## src/rtl/urv_dm_wb_bridge_pkg.sv

```systemverilog
// Shared definitions for the uRV data-memory Wishbone bridge: FSM encodings,
// the load value returned on a bus error, and the latched request record.
package urv_dm_wb_bridge_pkg;

    localparam logic [1:0] URV_DMB_IDLE = 2'd0;
    localparam logic [1:0] URV_DMB_REQ  = 2'd1;
    localparam logic [1:0] URV_DMB_WAIT = 2'd2;

    localparam logic [31:0] URV_DMB_ERR_LOAD_VALUE = 32'h0;

    typedef struct packed {
        logic [31:0] adr;
        logic [31:0] dat;
        logic [3:0]  sel;
        logic        we;
    } dm_req_t;

endpackage

```

## src/rtl/urv_dm_wb_bridge_if.sv

```systemverilog
// Wishbone B4 pipelined bus between the data-memory bridge (master) and the
// memory/peripheral fabric (slave).
interface urv_dm_wb_bridge_if;

    logic [31:0] wb_adr_o;
    logic [31:0] wb_dat_o;
    logic [3:0]  wb_sel_o;
    logic        wb_we_o;
    logic        wb_cyc_o;
    logic        wb_stb_o;
    logic [31:0] wb_dat_i;
    logic        wb_ack_i;
    logic        wb_err_i;
    logic        wb_stall_i;

    modport master (
        output wb_adr_o, wb_dat_o, wb_sel_o, wb_we_o, wb_cyc_o, wb_stb_o,
        input  wb_dat_i, wb_ack_i, wb_err_i, wb_stall_i
    );

    modport slave (
        input  wb_adr_o, wb_dat_o, wb_sel_o, wb_we_o, wb_cyc_o, wb_stb_o,
        output wb_dat_i, wb_ack_i, wb_err_i, wb_stall_i
    );

endinterface

```

## src/rtl/urv_bus_timeout.sv

```systemverilog
// Bus transaction watchdog: counts cycles while enabled and flags expiry after
// g_timeout_cycles. Only built when URV_DM_BRIDGE_TIMEOUT_EN is defined.
`ifdef URV_DM_BRIDGE_TIMEOUT_EN
module urv_bus_timeout #(
    parameter int g_timeout_cycles = 255
) (
    input  logic clk_i,
    input  logic rst_i,
    input  logic start,
    input  logic clear,
    input  logic enable,
    output logic expired
);

    localparam logic [15:0] c_limit = 16'(g_timeout_cycles - 1);

    logic [15:0] count;

    // Count holds at the limit so a stuck enable cannot wrap into a fresh window.
    always_ff @(posedge clk_i or negedge rst_i) begin
        if (!rst_i) begin
            count <= 16'd0;
        end else if (start || clear) begin
            count <= 16'd0;
        end else if (enable && !expired) begin
            count <= count + 16'd1;
        end
    end

    assign expired = enable && (count == c_limit);

endmodule
`endif

```

## src/rtl/urv_dm_wb_bridge.sv

```systemverilog
// uRV data-memory port to Wishbone B4 pipelined bridge, one transaction at a time,
// with sticky bus-error capture. Optional watchdog: define URV_DM_BRIDGE_TIMEOUT_EN.
module urv_dm_wb_bridge
    import urv_dm_wb_bridge_pkg::*;
#(
    parameter int g_timeout_cycles = 255
) (
    input  logic                     clk_i,
    input  logic                     rst_i,

    input  logic [31:0]              dm_addr_i,
    input  logic [31:0]              dm_data_s_i,
    input  logic [3:0]               dm_data_select_i,
    input  logic                     dm_load_i,
    input  logic                     dm_store_i,
    output logic                     dm_ready_o,
    output logic [31:0]              dm_data_l_o,
    output logic                     dm_load_done_o,
    output logic                     dm_store_done_o,

    urv_dm_wb_bridge_if.master       wb,

    input  logic                     bus_err_clr_i,
    output logic                     bus_err_o,
    output logic [31:0]              bus_err_addr_o
);

    // state | meaning
    // IDLE  | ready for a core request; may be the cycle carrying a done pulse
    // REQ   | cyc+stb asserted, waiting for the slave to take the strobe
    // WAIT  | strobe accepted, cyc held until ack/err

    logic [1:0] state;
    logic [1:0] state_nxt;
    dm_req_t    req;
    logic       accept;
    logic       bus_done;
    logic       timed_out;
    logic       finish;
    logic       fault;

    assign accept   = (state == URV_DMB_IDLE) && (dm_load_i || dm_store_i);
    assign bus_done = (((state == URV_DMB_REQ) && !wb.wb_stall_i) || (state == URV_DMB_WAIT))
                      && (wb.wb_ack_i || wb.wb_err_i);
    assign finish   = bus_done || timed_out;
    assign fault    = (bus_done && wb.wb_err_i) || timed_out;

`ifdef URV_DM_BRIDGE_TIMEOUT_EN
    urv_bus_timeout #(
        .g_timeout_cycles (g_timeout_cycles)
    ) u_timeout (
        .clk_i   (clk_i),
        .rst_i   (rst_i),
        .start   (accept),
        .clear   (finish),
        .enable  (state != URV_DMB_IDLE),
        .expired (timed_out)
    );
`else
    logic unused_timeout_cfg;
    assign unused_timeout_cfg = (g_timeout_cycles != 0);
    assign timed_out          = 1'b0;
`endif

    always_comb begin
        state_nxt = state;
        case (state)
            URV_DMB_IDLE: if (accept) state_nxt = URV_DMB_REQ;
            URV_DMB_REQ: begin
                if (finish)
                    state_nxt = URV_DMB_IDLE;
                else if (!wb.wb_stall_i)
                    state_nxt = URV_DMB_WAIT;
            end
            URV_DMB_WAIT: if (finish) state_nxt = URV_DMB_IDLE;
            default:      state_nxt = URV_DMB_IDLE;
        endcase
    end

    // Store has priority when the core raises both strobes; the load is dropped.
    always_ff @(posedge clk_i or negedge rst_i) begin
        if (!rst_i) begin
            state           <= URV_DMB_IDLE;
            req             <= '0;
            dm_load_done_o  <= 1'b0;
            dm_store_done_o <= 1'b0;
            dm_data_l_o     <= 32'h0;
        end else begin
            state <= state_nxt;
            if (accept) begin
                req.adr <= dm_addr_i;
                req.dat <= dm_data_s_i;
                req.sel <= dm_data_select_i;
                req.we  <= dm_store_i;
            end
            dm_load_done_o  <= finish && !req.we;
            dm_store_done_o <= finish && req.we;
            if (finish && !req.we)
                dm_data_l_o <= fault ? URV_DMB_ERR_LOAD_VALUE : wb.wb_dat_i;
        end
    end

    // A new error beats a simultaneous clear so that no fault is ever lost.
    always_ff @(posedge clk_i or negedge rst_i) begin
        if (!rst_i) begin
            bus_err_o      <= 1'b0;
            bus_err_addr_o <= 32'h0;
        end else if (finish && fault) begin
            bus_err_o <= 1'b1;
            if (!bus_err_o || bus_err_clr_i)
                bus_err_addr_o <= req.adr;
        end else if (bus_err_clr_i) begin
            bus_err_o      <= 1'b0;
            bus_err_addr_o <= 32'h0;
        end
    end

    assign dm_ready_o  = (state == URV_DMB_IDLE);
    assign wb.wb_cyc_o = (state != URV_DMB_IDLE);
    assign wb.wb_stb_o = (state == URV_DMB_REQ);
    assign wb.wb_adr_o = req.adr;
    assign wb.wb_dat_o = req.dat;
    assign wb.wb_sel_o = req.sel;
    assign wb.wb_we_o  = req.we;

endmodule

```

## src/flat_wrapper.sv

```systemverilog
// flat-port wrapper written by rule: the top's interface ports become plain ports
module urv_dm_wb_bridge_flat import urv_dm_wb_bridge_pkg::*;
#(
    parameter int g_timeout_cycles = 255
)
  (clk_i, rst_i, dm_addr_i, dm_data_s_i, dm_data_select_i, dm_load_i, dm_store_i, dm_ready_o, dm_data_l_o, dm_load_done_o, dm_store_done_o, bus_err_clr_i, bus_err_o, bus_err_addr_o, wb_wb_adr_o, wb_wb_dat_o, wb_wb_sel_o, wb_wb_we_o, wb_wb_cyc_o, wb_wb_stb_o, wb_wb_dat_i, wb_wb_ack_i, wb_wb_err_i, wb_wb_stall_i);
  urv_dm_wb_bridge_if wb_i ();
  input  logic clk_i;
  input  logic rst_i;
  input  logic [31:0] dm_addr_i;
  input  logic [31:0] dm_data_s_i;
  input  logic [3:0] dm_data_select_i;
  input  logic dm_load_i;
  input  logic dm_store_i;
  output logic dm_ready_o;
  output logic [31:0] dm_data_l_o;
  output logic dm_load_done_o;
  output logic dm_store_done_o;
  input  logic bus_err_clr_i;
  output logic bus_err_o;
  output logic [31:0] bus_err_addr_o;
  output wire logic [$bits(wb_i.wb_adr_o)-1:0] wb_wb_adr_o;
  output wire logic [$bits(wb_i.wb_dat_o)-1:0] wb_wb_dat_o;
  output wire logic [$bits(wb_i.wb_sel_o)-1:0] wb_wb_sel_o;
  output wire logic [$bits(wb_i.wb_we_o)-1:0] wb_wb_we_o;
  output wire logic [$bits(wb_i.wb_cyc_o)-1:0] wb_wb_cyc_o;
  output wire logic [$bits(wb_i.wb_stb_o)-1:0] wb_wb_stb_o;
  input wire logic [$bits(wb_i.wb_dat_i)-1:0] wb_wb_dat_i;
  input wire logic [$bits(wb_i.wb_ack_i)-1:0] wb_wb_ack_i;
  input wire logic [$bits(wb_i.wb_err_i)-1:0] wb_wb_err_i;
  input wire logic [$bits(wb_i.wb_stall_i)-1:0] wb_wb_stall_i;
  assign wb_wb_adr_o = wb_i.wb_adr_o;
  assign wb_wb_dat_o = wb_i.wb_dat_o;
  assign wb_wb_sel_o = wb_i.wb_sel_o;
  assign wb_wb_we_o = wb_i.wb_we_o;
  assign wb_wb_cyc_o = wb_i.wb_cyc_o;
  assign wb_wb_stb_o = wb_i.wb_stb_o;
  assign wb_i.wb_dat_i = wb_wb_dat_i;
  assign wb_i.wb_ack_i = wb_wb_ack_i;
  assign wb_i.wb_err_i = wb_wb_err_i;
  assign wb_i.wb_stall_i = wb_wb_stall_i;
  urv_dm_wb_bridge #(.g_timeout_cycles(g_timeout_cycles)) u_core (.clk_i(clk_i), .rst_i(rst_i), .dm_addr_i(dm_addr_i), .dm_data_s_i(dm_data_s_i), .dm_data_select_i(dm_data_select_i), .dm_load_i(dm_load_i), .dm_store_i(dm_store_i), .dm_ready_o(dm_ready_o), .dm_data_l_o(dm_data_l_o), .dm_load_done_o(dm_load_done_o), .dm_store_done_o(dm_store_done_o), .wb(wb_i), .bus_err_clr_i(bus_err_clr_i), .bus_err_o(bus_err_o), .bus_err_addr_o(bus_err_addr_o));
endmodule
```

## config.mk

```make
export PLATFORM = sky130hd
export DESIGN_NAME = urv_dm_wb_bridge_flat
export DESIGN_NICKNAME = d
export VERILOG_FILES = /design/src/rtl/urv_dm_wb_bridge_pkg.sv /design/src/rtl/urv_dm_wb_bridge_if.sv /design/src/rtl/urv_bus_timeout.sv /design/src/rtl/urv_dm_wb_bridge.sv /design/src/flat_wrapper.sv
export SDC_FILE = /design/constraint.sdc
export NUM_CORES = 1
export LEC_CHECK = 0
export CAP_MARGIN = 20
export CORE_MARGIN = 2
export CORE_UTILIZATION = 40
export DETAILED_ROUTE_END_ITERATION = 8
export MAX_ROUTING_LAYER = met4
export PLACE_DENSITY = 0.87
export RECOVER_POWER = 50
export SYNTH_ARGS = -nofsm -noshare
export SYNTH_HDL_FRONTEND = slang
export SYNTH_SLANG_ARGS = --single-unit
```

## constraint.sdc

```tcl
create_clock -name clk_i -period 1.9 [get_ports clk_i]
set_input_delay 0.57 -clock clk_i [delete_from_list [all_inputs] [get_ports clk_i]]
set_output_delay 0.57 -clock clk_i [all_outputs]
set_load 0.01 [all_outputs]
```

# Yosys cells after proc, flatten, opt, wreduce, memory -nomap -nowiden
# Cells that the tools add are included.
# op_classes
n_eq_ne	6
n_mux	11
n_reduce_logical	19
# ops
operator	count
$mux 32	4
$mux 2	4
$logic_and 1x1->1	7
$pmux 2 s3	1
$logic_or 1x1->1	4
$ne 2x1->1 const B	2
$reduce_bool 2->1	2
$logic_not 1->1	3
$ne 3x2->1 const B	1
$reduce_and 3->1	1
$eq 2x1->1 const B	1
$eq 2x2->1 const B	1
$logic_not 2->1	1
$mux 1	2
$ne 2x2->1 const B	1
$reduce_and 2->1	1
# word_totals
regBits	138
in_bits	108
out_inout_bits	139

# Logic depth before layout (Yosys ltp)
# depth
word_depth	8
ltp_mapped	6

# Worst setup path before layout
# OpenSTA, ideal clock, no wires.
# synth_timing
kind	in2reg
startpoint	input wb_wb_stall_i
endpoint	register u_core.bus_err_addr_o[0]
setup_ps	122
arrival_time_ps	1699
path_slack_ps	79
stages	4
cell_sequence	or3b_4 > a211o_4 > buf_6 > a32o_1
# synth_via
elab_chain_cells	8
word_cells_on_any_way	10
cone_classes	eq/ne (1); mux (1); reduce/logical (8)
# synth_rtl
item	line_no	text
start, declared	flat_wrapper.sv:31	input wire logic [$bits(wb_i.wb_stall_i)-1:0] wb_wb_stall_i;
$logic_not 1->1 (*)	urv_dm_wb_bridge.sv:43	assign bus_done = (((state == URV_DMB_REQ) && !wb.wb_stall_i) || (state == URV_DMB_WAIT))
$logic_and 1x1->1 (*)	urv_dm_wb_bridge.sv:43	
$logic_or 1x1->1 (*)	urv_dm_wb_bridge.sv:43	
$logic_and 1x1->1 (*)	urv_dm_wb_bridge.sv:44	&& (wb.wb_ack_i || wb.wb_err_i);
$logic_and 1x1->1	urv_dm_wb_bridge.sv:46	assign fault = (bus_done && wb.wb_err_i) || timed_out;
$logic_and 1x1->1 (*)	urv_dm_wb_bridge.sv:108	end else if (finish && fault) begin
$ne 2x2->1 (no source line) or $reduce_bool 2->1 (tied branches)	--	
$reduce_and 2->1 (no source line)	--	
end signal, assigned	urv_dm_wb_bridge.sv:111	bus_err_addr_o <= req.adr;
end, declared	urv_dm_wb_bridge.sv:25	output logic [31:0] bus_err_addr_o
# Mark *: on every way between the ends. The rest lies on a longest branch, timed or not.
# A chain may end at the register's enable or synchronous reset.

# Worst setup path after layout
# layout_timing
startpoint	register u_core.state[0]
endpoint	register u_core.bus_err_addr_o[17]
# layout_via
elab_chain_cells	8
word_cells_on_any_way	11
cone_classes	eq/ne (3); mux (1); reduce/logical (7)
# layout_rtl
item	line_no	text
start, declared	urv_dm_wb_bridge.sv:33	logic [1:0] state;
start signal, assigned	urv_dm_wb_bridge.sv:89	state <= state_nxt;
$eq 2x1->1	urv_dm_wb_bridge.sv:43	
$logic_and 1x1->1	urv_dm_wb_bridge.sv:43	
$logic_or 1x1->1 (*)	urv_dm_wb_bridge.sv:43	
$logic_and 1x1->1 (*)	urv_dm_wb_bridge.sv:44	
$logic_and 1x1->1	urv_dm_wb_bridge.sv:46	
$logic_and 1x1->1 (*)	urv_dm_wb_bridge.sv:108	
$ne 2x2->1 (no source line) or $reduce_bool 2->1 (tied branches)	--	
$reduce_and 2->1 (no source line)	--	
# Marks and branches as above.

==> metrics.txt <==
clock sink count=between 100 and 150; vias per std cell=5.26; post-synthesis instance area=5590 um2; unrepaired setup endpoints after global routing=true; Final HPWL DP=11500 um; CTS Buffer Depth=2; FF+latch count, synth=~140; crit path time final=approximately 1.9 ns; reg2reg setup slack=-0.007 ns; Worst R2R Start=u_core.state[0]$_DFFE_PN0P_; number of max-cap violations=0; ys async rst share=1.00; Ports=~250; Worst-Margin Slew=0.586 ns; register area share after synthesis=0.617; Clk Latency, worst-skew pair=between 0.4 and 0.5 ns; crit path launch=u_core.state[0]$_DFFE_PN0P_; CTS root buf=clkbuf_16; crit path DAT=2.25 ns; CP Launch Type=register; Yosys top cell by area=dfrtp_1; Worst Setup End Kind=register; Sw Share=0.326; YS warnings=0; top cells by area in the synthesized netlist=dfrtp_1 62%, mux2_2 14%, o211ai_1 8.6%; Final setup viols=3; Pint=9.43 mW; Synth cell types=25; outcome=finished, violations left; top cell type's share of synthesized area=0.617; routed vias=4637; synthesis-to-layout area growth=61.0%; number of cell rows=43; total grt overflow=0; Final WS setup=-0.00691 ns; Pre-antenna DRT Iters=5; Hold WS=0.506 ns; final wirelength=16800 um; H-tree levels=4; dpl ws=-0.419 ns; WS Path Type=register to register; Avg Inst Size Synth=13.2 um2; clock network power share=0.253; Horiz. Die Dim=122 um; largest net degree at the start of global routing=61; EDFF count, synth=0; initial antenna violation count=0; Final Hold Fails=0; NetSw=4.57 mW; CTS clk-pin slew, worst paths=0.06 ns; combinational power share=0.377; Core ar.=13800 um2; Final Power=14.0 mW; CTS tree=built; Max Fclk=between 0.5 and 0.6 GHz; CTS buffer count=17; Remaining DRCs=0; Finished Cell Area=9010 um2; Final Max Slew Viols=0; Top FF cell, synth=dfrtp_1; antenna-violating nets left=0; Final #Nets=roughly 800; post-synthesis cell count=between 400 and 500; Hold Crit Class=register to register; final critical-path share of the clock period=1.00; crit path to=u_core.bus_err_addr_o[17]$_DFFE_PN0P_; failing checks=setup timing; diode count=0; first-pass GRT wire length=~25000 um; port bufs=246; worst clock skew=0.00512 ns; Required @ worst endpoint=2.25 ns; Worst R2R Path Depth=8; Reg power frac=0.370; die footprint=roughly 15000 um2; max_slew headroom=0.610; dpl cell area=8420 um2; Mapped Nets=531; layout cell share with drive strength beyond 1=0.208; Die Ht=122 um; GRT Total Usage=0.229; PwrDens=approximately 1600 nW/um2; Leakage=approximately 4.0 nW; Final GP Congestion=roughly 0.85; Critical R2R Capture=u_core.bus_err_addr_o[17]$_DFFE_PN0P_; Iteration-0 DRC Markers=218; Starting Density=0.406; crit path max fanout=5; Worst IR Drop VDD=882 uV; vias in the first global route=4885; WL/cell=19.0 um
## stage by stage
| step | util | instances | TNS (ns) |
|---|---|---|---|
| 3_5_place_dp | 0.611 | 839 | -28.94 |
| 3_3_place_gp | 0.611 | 839 | -25.22 |
| 2_1_floorplan | - | 423 | 0 |
| 4_1_cts | 0.650 | 874 | -0.0678 |
| 6_report | 0.654 | 882 | -0.00896 |
| 5_1_grt | 0.654 | 882 | -0.894 |
## power by group through the flow
stage                     Sequential [mW]  Combinational (mW)  Clock (mW)
after detailed placement             5.22                6.00           0
after floorplan                      5.66                1.88           0
final                                5.18                5.28        3.54
after CTS                            5.18                5.37        3.59
after global routing                 5.35                5.68        3.76
after global placement               5.15                5.83           0
## how the worst min path moves through the flow
stage                                        from  slack (ns)                              endpoint  depth (start not counted)
2_1_floorplan                               rst_i        0.27  u_core.bus_err_addr_o[0]$_DFFE_PN0P_                          0
3_3_place_gp                                rst_i        0.43    u_core.wb.wb_dat_o[27]$_DFFE_PN0P_                          1
3_5_place_dp                                rst_i        0.44    u_core.wb.wb_dat_o[27]$_DFFE_PN0P_                          1
4_1_cts         u_core.wb.wb_dat_o[4]$_DFFE_PN0P_        0.51     u_core.wb.wb_dat_o[4]$_DFFE_PN0P_                          1
5_1_grt        u_core.wb.wb_dat_o[29]$_DFFE_PN0P_        0.52    u_core.wb.wb_dat_o[29]$_DFFE_PN0P_                          1
6_report        u_core.wb.wb_dat_o[4]$_DFFE_PN0P_        0.51     u_core.wb.wb_dat_o[4]$_DFFE_PN0P_                          1
## cell families (layout without fill, tap and decap cells)
kind of cell | after synthesis | count (layout) | synth area share
compound gates | 103 | 104 | 0.155
mux | 68 | 68 | 0.137
flops | 138 | 138 | 0.617
simple gates | 46 | 46 | 0.0371
buf+inv | 68 | 346 | 0.0537
## routing by layer
layer,wire length [um],up-vias,GRT usage
li1,-,2091,-
met1,6500,2307,0.258
met2,8730,201,0.382
met3,1040,38,0.0688
met4,499,0,0.0927
met5,0,-,-
## state kept, by name, indices dropped and copies added (netlist names), 2 cells and up
register,count
u_core.wb.wb_adr_o,32
u_core.state,2
u_core.dm_data_l_o,32
u_core.wb.wb_dat_o,32
u_core.wb.wb_sel_o,4
u_core.bus_err_addr_o,32
## timing repair
item	CTS	global route
pin swaps	25	6
setup endpoints to repair	113	60
hold buffers	1	0
buffers inserted	2	4
gates cloned	0	4
hold endpoints to repair	21	0
gates resized for setup	123	36
## cells in the mapped netlist (2+ instances only)
cell	count
a32o_1	32
clkbuf_1	16
buf_6	3
buf_4	2
nand2_1	33
dfrtp_1	138
o211ai_1	64
inv_1	35
nor3_1	2
buf_2	12
mux2_2	68
nor2_1	2
nor3b_1	2
nor2b_1	3
## worst max-delay path, stage by stage, from the launching register on
cell and delay [ns]:
dfrtp_1 0.41, buf_6 0.12, buf_6 0.09, or3b_4 0.41
buf_6 0.14, a211oi_4 0.23, buf_4 0.18, clkbuf_16 0.14
a32o_1 0.12
## layout by cell type, fill, tap and decap left out, types with 3 or more instances in the layout
| master | synthesis | routed |
|---|---|---|
| a32o_1 | 32 | 31 |
| buf_12 | 0 | 5 |
| buf_4 | 2 | 14 |
| buf_6 | 3 | 10 |
| bufinv_16 | 0 | 4 |
| clkbuf_1 | 16 | 3 |
| clkbuf_16 | 0 | 18 |
| clkbuf_8 | 0 | 3 |
| clkdlybuf4s25_1 | 0 | 23 |
| clkdlybuf4s50_1 | 0 | 107 |
| clkinvlp_4 | 0 | 5 |
| dfrtp_1 | 138 | 138 |
| dlygate4sd2_1 | 0 | 110 |
| inv_1 | 35 | 35 |
| mux2_2 | 68 | 68 |
| nand2_1 | 33 | 33 |
| o211ai_1 | 64 | 64 |
## area by class of cell
type / instances / area [um2]
clock inverter: 11 / 168
multi-input combinational: 218 / 1900
inverter: 35 / 131
fill: 1048 / 4770
tap: 180 / 225
timing repair buffer: 279 / 2660
sequential: 138 / 3450
clock buffer: 21 / 470
No activity file was read; power rests on OpenSTA's default activity.
